--- src/rtl/bubble_sort_ctrl.sv ---
// bubble_sort_ctrl
// In-place ascending bubble sort over RAM addresses 0..count-1. The block
// acts as the only initiator on a single-port RAM whose read data appears
// one cycle after the read strobe.
//
// Build option: define BUBBLE_SORT_EARLY_EXIT_EN to finish as soon as a
// whole pass completes without a swap. Without it, count-1 full passes
// always run, so run time depends only on count and the number of swaps.
// The port list is the same in both builds.

module bubble_sort_ctrl #(
  parameter int ADDR_W = 10,
  parameter int DATA_W = 16
) (
  input  logic              clk,
  input  logic              rst_n,
  input  logic              start,
  input  logic [ADDR_W:0]   count,
  output logic              busy,
  output logic              done,
  output logic              mem_rd,
  output logic              mem_wr,
  output logic [ADDR_W-1:0] mem_addr,
  output logic [DATA_W-1:0] mem_wdata,
  input  logic [DATA_W-1:0] mem_rdata
);

  typedef enum logic [3:0] {
    S_IDLE,
    S_RD_A,
    S_RD_B,
    S_CAP_B,
    S_CMP,
    S_WR_A,
    S_WR_B,
    S_NEXT,
    S_DONE
  } state_t;

  localparam logic [ADDR_W:0] CNT_ONE = (ADDR_W+1)'(1);
  localparam logic [ADDR_W:0] CNT_TWO = (ADDR_W+1)'(2);
  localparam logic [ADDR_W:0] CNT_MAX = {1'b1, {ADDR_W{1'b0}}};

  state_t              r_state;
  state_t              w_next;

  logic [ADDR_W-1:0]   r_i;        // inner index (left element of the pair)
  logic [ADDR_W:0]     r_last;     // last compare index + 1 for this pass
  logic [DATA_W-1:0]   r_a;        // word at r_i
  logic [DATA_W-1:0]   r_b;        // word at r_i+1
  logic                r_swapped;  // any swap in the current pass
  logic [ADDR_W-1:0]   r_addr_q;   // address held while strobes are idle
  logic [DATA_W-1:0]   r_wdata_q;  // write data held while strobes are idle

  logic [ADDR_W:0]     w_count_clamped;
  logic                w_count_small;
  logic [ADDR_W:0]     w_i_ext;    // r_i + 1 without wrap-around
  logic [ADDR_W-1:0]   w_i_plus1;
  logic                w_pass_more;
  logic                w_last_pass;
  logic                w_early_exit;
  logic                w_finish;
  logic [ADDR_W-1:0]   w_addr;
  logic [DATA_W-1:0]   w_wdata;

  // Counts larger than the RAM depth are treated as a full-array sort.
  assign w_count_clamped = (count > CNT_MAX) ? CNT_MAX : count;
  assign w_count_small   = (w_count_clamped < CNT_TWO);

  assign w_i_ext     = {1'b0, r_i} + CNT_ONE;
  assign w_i_plus1   = w_i_ext[ADDR_W-1:0];
  assign w_pass_more = (w_i_ext < r_last);
  assign w_last_pass = (r_last == CNT_ONE);

`ifdef BUBBLE_SORT_EARLY_EXIT_EN
  // A clean pass means the array is already in order.
  assign w_early_exit = ~r_swapped;
`else
  // Full passes always run; the swap flag is tracked but never ends a sort.
  assign w_early_exit = 1'b0 & r_swapped;
`endif

  assign w_finish = w_last_pass | w_early_exit;

  assign busy      = (r_state != S_IDLE);
  assign done      = (r_state == S_DONE);
  assign mem_addr  = w_addr;
  assign mem_wdata = w_wdata;

  // State register.
  always_ff @(posedge clk or negedge rst_n) begin
    if (!rst_n) begin
      r_state <= S_IDLE;
    end else begin
      // NOTE: clocked state uses non-blocking assignment so every register
      // samples pre-edge values and simulation matches the synthesized flops.
      r_state <= w_next;
    end
  end

  // Next-state decode and RAM strobes; address/data hold when idle.
  always_comb begin
    // NOTE: every output of this block gets a default first, so no path
    // leaves a signal unassigned and no latch is inferred.
    w_next  = r_state;
    mem_rd  = 1'b0;
    mem_wr  = 1'b0;
    w_addr  = r_addr_q;
    w_wdata = r_wdata_q;
    case (r_state)
      S_IDLE: begin
        if (start) begin
          w_next = w_count_small ? S_DONE : S_RD_A;
        end
      end
      S_RD_A: begin
        mem_rd = 1'b1;
        w_addr = r_i;
        w_next = S_RD_B;
      end
      S_RD_B: begin
        mem_rd = 1'b1;
        w_addr = w_i_plus1;
        w_next = S_CAP_B;
      end
      S_CAP_B: begin
        w_next = S_CMP;
      end
      S_CMP: begin
        // Strict compare: equal neighbours stay where they are.
        w_next = (r_a > r_b) ? S_WR_A : S_NEXT;
      end
      S_WR_A: begin
        mem_wr  = 1'b1;
        w_addr  = r_i;
        w_wdata = r_b;
        w_next  = S_WR_B;
      end
      S_WR_B: begin
        mem_wr  = 1'b1;
        w_addr  = w_i_plus1;
        w_wdata = r_a;
        w_next  = S_NEXT;
      end
      S_NEXT: begin
        if (w_pass_more) begin
          w_next = S_RD_A;
        end else if (w_finish) begin
          w_next = S_DONE;
        end else begin
          w_next = S_RD_A;
        end
      end
      S_DONE: begin
        w_next = S_IDLE;
      end
      default: begin
        w_next = S_IDLE;
      end
    endcase
  end

  // Hold registers so the RAM address/data pins stay stable between accesses.
  always_ff @(posedge clk or negedge rst_n) begin
    if (!rst_n) begin
      r_addr_q  <= '0;
      r_wdata_q <= '0;
    end else begin
      r_addr_q  <= w_addr;
      r_wdata_q <= w_wdata;
    end
  end

  // Sort datapath: indices, operand capture and per-pass swap tracking.
  always_ff @(posedge clk or negedge rst_n) begin
    if (!rst_n) begin
      r_i       <= '0;
      r_last    <= '0;
      r_a       <= '0;
      r_b       <= '0;
      r_swapped <= 1'b0;
    end else begin
      case (r_state)
        S_IDLE: begin
          if (start && !w_count_small) begin
            r_i       <= '0;
            r_last    <= w_count_clamped - CNT_ONE;
            r_swapped <= 1'b0;
          end
        end
        S_RD_B: begin
          // Data for address r_i, registered by the RAM during RD_A.
          r_a <= mem_rdata;
        end
        S_CAP_B: begin
          // Data for address r_i+1, registered by the RAM during RD_B.
          r_b <= mem_rdata;
        end
        S_WR_A: begin
          r_swapped <= 1'b1;
        end
        S_NEXT: begin
          if (w_pass_more) begin
            r_i <= w_i_plus1;
          end else if (!w_finish) begin
            r_last    <= r_last - CNT_ONE;
            r_i       <= '0;
            r_swapped <= 1'b0;
          end
        end
        default: begin
        end
      endcase
    end
  end

endmodule

--- config.mk ---
export PLATFORM = sky130hd
export DESIGN_NAME = bubble_sort_ctrl
export DESIGN_NICKNAME = d
export VERILOG_FILES = /design/src/rtl/bubble_sort_ctrl.sv
export SDC_FILE = /design/constraint.sdc
export NUM_CORES = 1
export LEC_CHECK = 0
export CAP_MARGIN = 20
export CORE_ASPECT_RATIO = 0.75
export CORE_UTILIZATION = 51
export DETAILED_ROUTE_END_ITERATION = 8
export PLACE_DENSITY = 0.78
export SYNTH_ARGS = -nofsm -noshare
export SYNTH_HDL_FRONTEND = slang
export SYNTH_SLANG_ARGS = --single-unit
--- constraint.sdc ---
create_clock -name clk -period 2.6 [get_ports clk]
set_clock_uncertainty 0.15 [all_clocks]
set_input_delay 0.52 -clock clk [delete_from_list [all_inputs] [get_ports clk]]
set_output_delay 0.52 -clock clk [all_outputs]
set_load 0.1 [all_outputs]
==> flow_metrics.env <==
export IMPL_core_mm2=0.00966
export IMPL_worst_path_dominant_cell_family="simple AND/OR/NAND/NOR gates"
export IMPL_final_hold_worst_slack_ps=33.3
export IMPL_crit_fanout=5
export IMPL_globalRouteTotalUtil=0.333
export IMPL_vias_per_cell=6.64
export IMPL_rsz0062_at_grt="yes"
export IMPL_vias=5620
export IMPL_global_route_overflow_total=0
export IMPL_synth_top_cell_by_area="sky130_fd_sc_hd__dfrtp_1"
export IMPL_tightestPinTransition_ps=731
export IMPL_synth_seq_cells=83
export IMPL_final_period_utilization=1.11
export IMPL_final_period_minus_worst_setup_slack_ps=2880
export IMPL_yosysWarnings=0
export IMPL_final_antenna_net_count=0
export IMPL_final_hold_viol_count=0
export IMPL_port_buffer_count=59
export IMPL_wl_per_cell_um=22.1
export IMPL_cp_startpoint="r_i[1]"
export IMPL_worstPathBufferInverterCount=0
export IMPL_synth_most_common_cell="sky130_fd_sc_hd__dfrtp_1"
export IMPL_worst_path_max_delay_cell="sky130_fd_sc_hd__dfrtp_2"
export IMPL_worstSetupStartpointType="register"
export IMPL_most_area_consuming_cells_after_synthesis="sky130_fd_sc_hd__dfrtp_1, sky130_fd_sc_hd__ha_1, sky130_fd_sc_hd__a21oi_1, sky130_fd_sc_hd__o21ai_0, sky130_fd_sc_hd__o22ai_1"
export IMPL_cts_tree="yes"
export IMPL_cp_required_ps=2730
export IMPL_worst_skew_pair_late_latency_ps=340
export IMPL_cp_cell_sequence="and3_4 > nand3_4 > nor2_4 > nand3_2 > xnor2_2 > ha_1 > nand4_1 > nor3_2 > a21oi_2 > a21oi_1 > nor2_4 > nor2_4 > mux2_2"
export IMPL_cts_htree_levels=3
export IMPL_top_reg_cell_synth="sky130_fd_sc_hd__dfrtp_1"
export IMPL_critical_path_top_cell_by_count="sky130_fd_sc_hd__nor2_4"
export IMPL_clockRootBuffer="sky130_fd_sc_hd__clkbuf_16"
export IMPL_die_w_um=117
export IMPL_boundaryPins=60
export IMPL_slowest_delay_ps=410
export IMPL_violations="setup timing"
export IMPL_crit_type="reg2reg"
export IMPL_yosys_top_cells_count="sky130_fd_sc_hd__dfrtp_1, sky130_fd_sc_hd__nor2_1, sky130_fd_sc_hd__a21oi_1, sky130_fd_sc_hd__o21ai_0, sky130_fd_sc_hd__nand2_1"
export IMPL_final_hpwl_dp_um=11100
export IMPL_muxShareOfSynthArea=0.0376
export IMPL_worstSetupEndpointType="register"
export IMPL_crit_reg2reg_launch="r_i[1]"
export IMPL_fin_util=0.818
export IMPL_syn_to_final_growth_pct=55.2
export IMPL_cts_clock_pin_slew_for_the_worst_setup_and_hold_paths_ps=60
export IMPL_via_count_of_the_first_global_routing_pass=5335
export IMPL_hold_path_class="in2async"
export IMPL_postSynthAreaPerCell_um2=8.76
export IMPL_cap_violations=0
export IMPL_totalWireLength_um=18800
export IMPL_slew_headroom=0.508
export IMPL_floorplan_die_height_um=88.5
export IMPL_timing_max_transition_violations_final=0
export IMPL_final_ws_setup_ps=-284
export IMPL_drt_first_iter_violations=515
export IMPL_remaining_drc_errors=0
export IMPL_cts_made_buffers=9
export IMPL_placed_cell_area_mm2=0.00689
export IMPL_synthesis_nets=641
export IMPL_grt_start_max_net_pins=46
export IMPL_floorplan_die_area_mm2=0.0104
export IMPL_start_util=0.527
export IMPL_async_reset_ff_frac=1.00
export IMPL_worstPathArrival_ps=3020
export IMPL_synth_simple_area_share=0.166
export IMPL_synth_compound_gate_area_share=0.247
export IMPL_nets=771
export IMPL_synth_seq_area_share=0.408
export IMPL_place_congestion=0.918
export IMPL_num_antenna_cells=0
export IMPL_fmax_mhz=347
export IMPL_post_synth_xor_area_fraction=0.0172
export IMPL_post_synth_instance_area_mm2=0.00509
export IMPL_finalInstanceArea_mm2=0.00790
export IMPL_grt_first_pass_wirelength_um=26900
export IMPL_post_synth_inst_count=581
export IMPL_setup_violations_final=36
export IMPL_clock_buffer_depth=2
export IMPL_fraction_of_layout_cells_with_a_size_suffix_above_1=0.379
export IMPL_clock_sinks=83
export IMPL_synth_edf_count=0
export IMPL_post_synth_num_cell_types=55
export IMPL_synthDominantCellAreaShare=0.408
export IMPL_outcome="finished with violations"
export IMPL_fp_row_count=31
export IMPL_antenna_found_initial=0
export IMPL_synth_top_family_by_area="compound AO/OA/AOI/OAI gates"
export IMPL_synth_adder_area_share=0.0737
export IMPL_detailedRoute_firstPassIterationCount=5
==> cell families (layout without fill, tap and decap cells) <==
kind of cell	Yosys count	in the layout
xor+xnor	10	10
buf+inv	64	197
compound gates	200	200
flops	83	83
simple gates	177	178
fa+ha+maj	30	30
mux	17	17
==> registers in the layout (all words and copies together), names as in the netlist <==
name       flops
r_wdata_q     16
r_last        11
r_a           16
r_b           16
r_addr_q      10
r_state        4
r_i           10
==> worst paths after layout <==
path                             end  slack (ps)  cells after the start
hold reg to reg            r_last[8]         400                      2
setup reg to reg              r_i[0]        -280                     13
hold / removal                r_b[5]          30                      1
setup / recovery              r_i[0]        -280                     13
max in group asynchronous     r_a[1]        1580                      2
min in group clk           r_last[8]         400                      2
==> metrics by stage <==
| step | worst slack (ps) | instances | setup TNS, ps |
|---|---|---|---|
| finish | -284 | 847 | -6600 |
| detailed placement | -458 | 808 | -7660 |
| global route | -457 | 847 | -11210 |
| global placement | -407 | 808 | -6200 |
| floorplan | -317 | 581 | -1210 |
| CTS | -198 | 835 | -3500 |
==> layer usage <==
layer  GRT usage  vias up  share of wire
li1            -     2380              -
met1       0.419     2698           0.38
met5           0        -              0
met2       0.564      432           0.48
met3      0.0631      110          0.093
met4       0.158        0          0.052
==> cell usage in the layout, fill, tap and decap left out, drive strengths merged, types with 2 or more instances in the layout <==
| cell | instances |
|---|---|
| o21bai | 3 |
| nor2b | 5 |
| o22ai | 35 |
| nor3 | 18 |
| nand4 | 5 |
| xnor2 | 5 |
| o21ai | 49 |
| nand2 | 46 |
| a211oi | 2 |
| clkdlybuf4s50 | 28 |
| a22oi | 14 |
| o211ai | 2 |
| nor2 | 59 |
| or3 | 6 |
| inv | 32 |
| and2 | 2 |
| and3 | 3 |
| a31oi | 5 |
| nor4 | 4 |
| a41oi | 2 |
| ha | 30 |
| o21a | 6 |
| nand3 | 17 |
| a21o | 4 |
| bufinv | 3 |
| a31o | 2 |
| nand2b | 7 |
| xor2 | 5 |
| mux2 | 17 |
| clkbuf | 10 |
| a22o | 10 |
| a21oi | 54 |
| buf | 122 |
| dfrtp | 83 |
| o31ai | 3 |
| or4 | 3 |
==> layout make-up <==
type                    count  area [um^2]
multi-input cells         435         3500
clock inverters             5          103
flip-flops and latches     83         2090
repair buffers            150         1690
clock buffers              10          229
fillers                   509         1760
well taps                 132          165
inverters                  32          120
==> timing repair <==
action	CTS	global route
resized for setup	57	52
endpoints found under the setup margin	45	47
gates cloned	2	0
pin swaps	19	18
buffers inserted	11	13
hold buffers	0	0
Power is left out: the tool's default activity adds up to more than one toggle a clock period on the data nets, which glitch-free logic cannot reach.
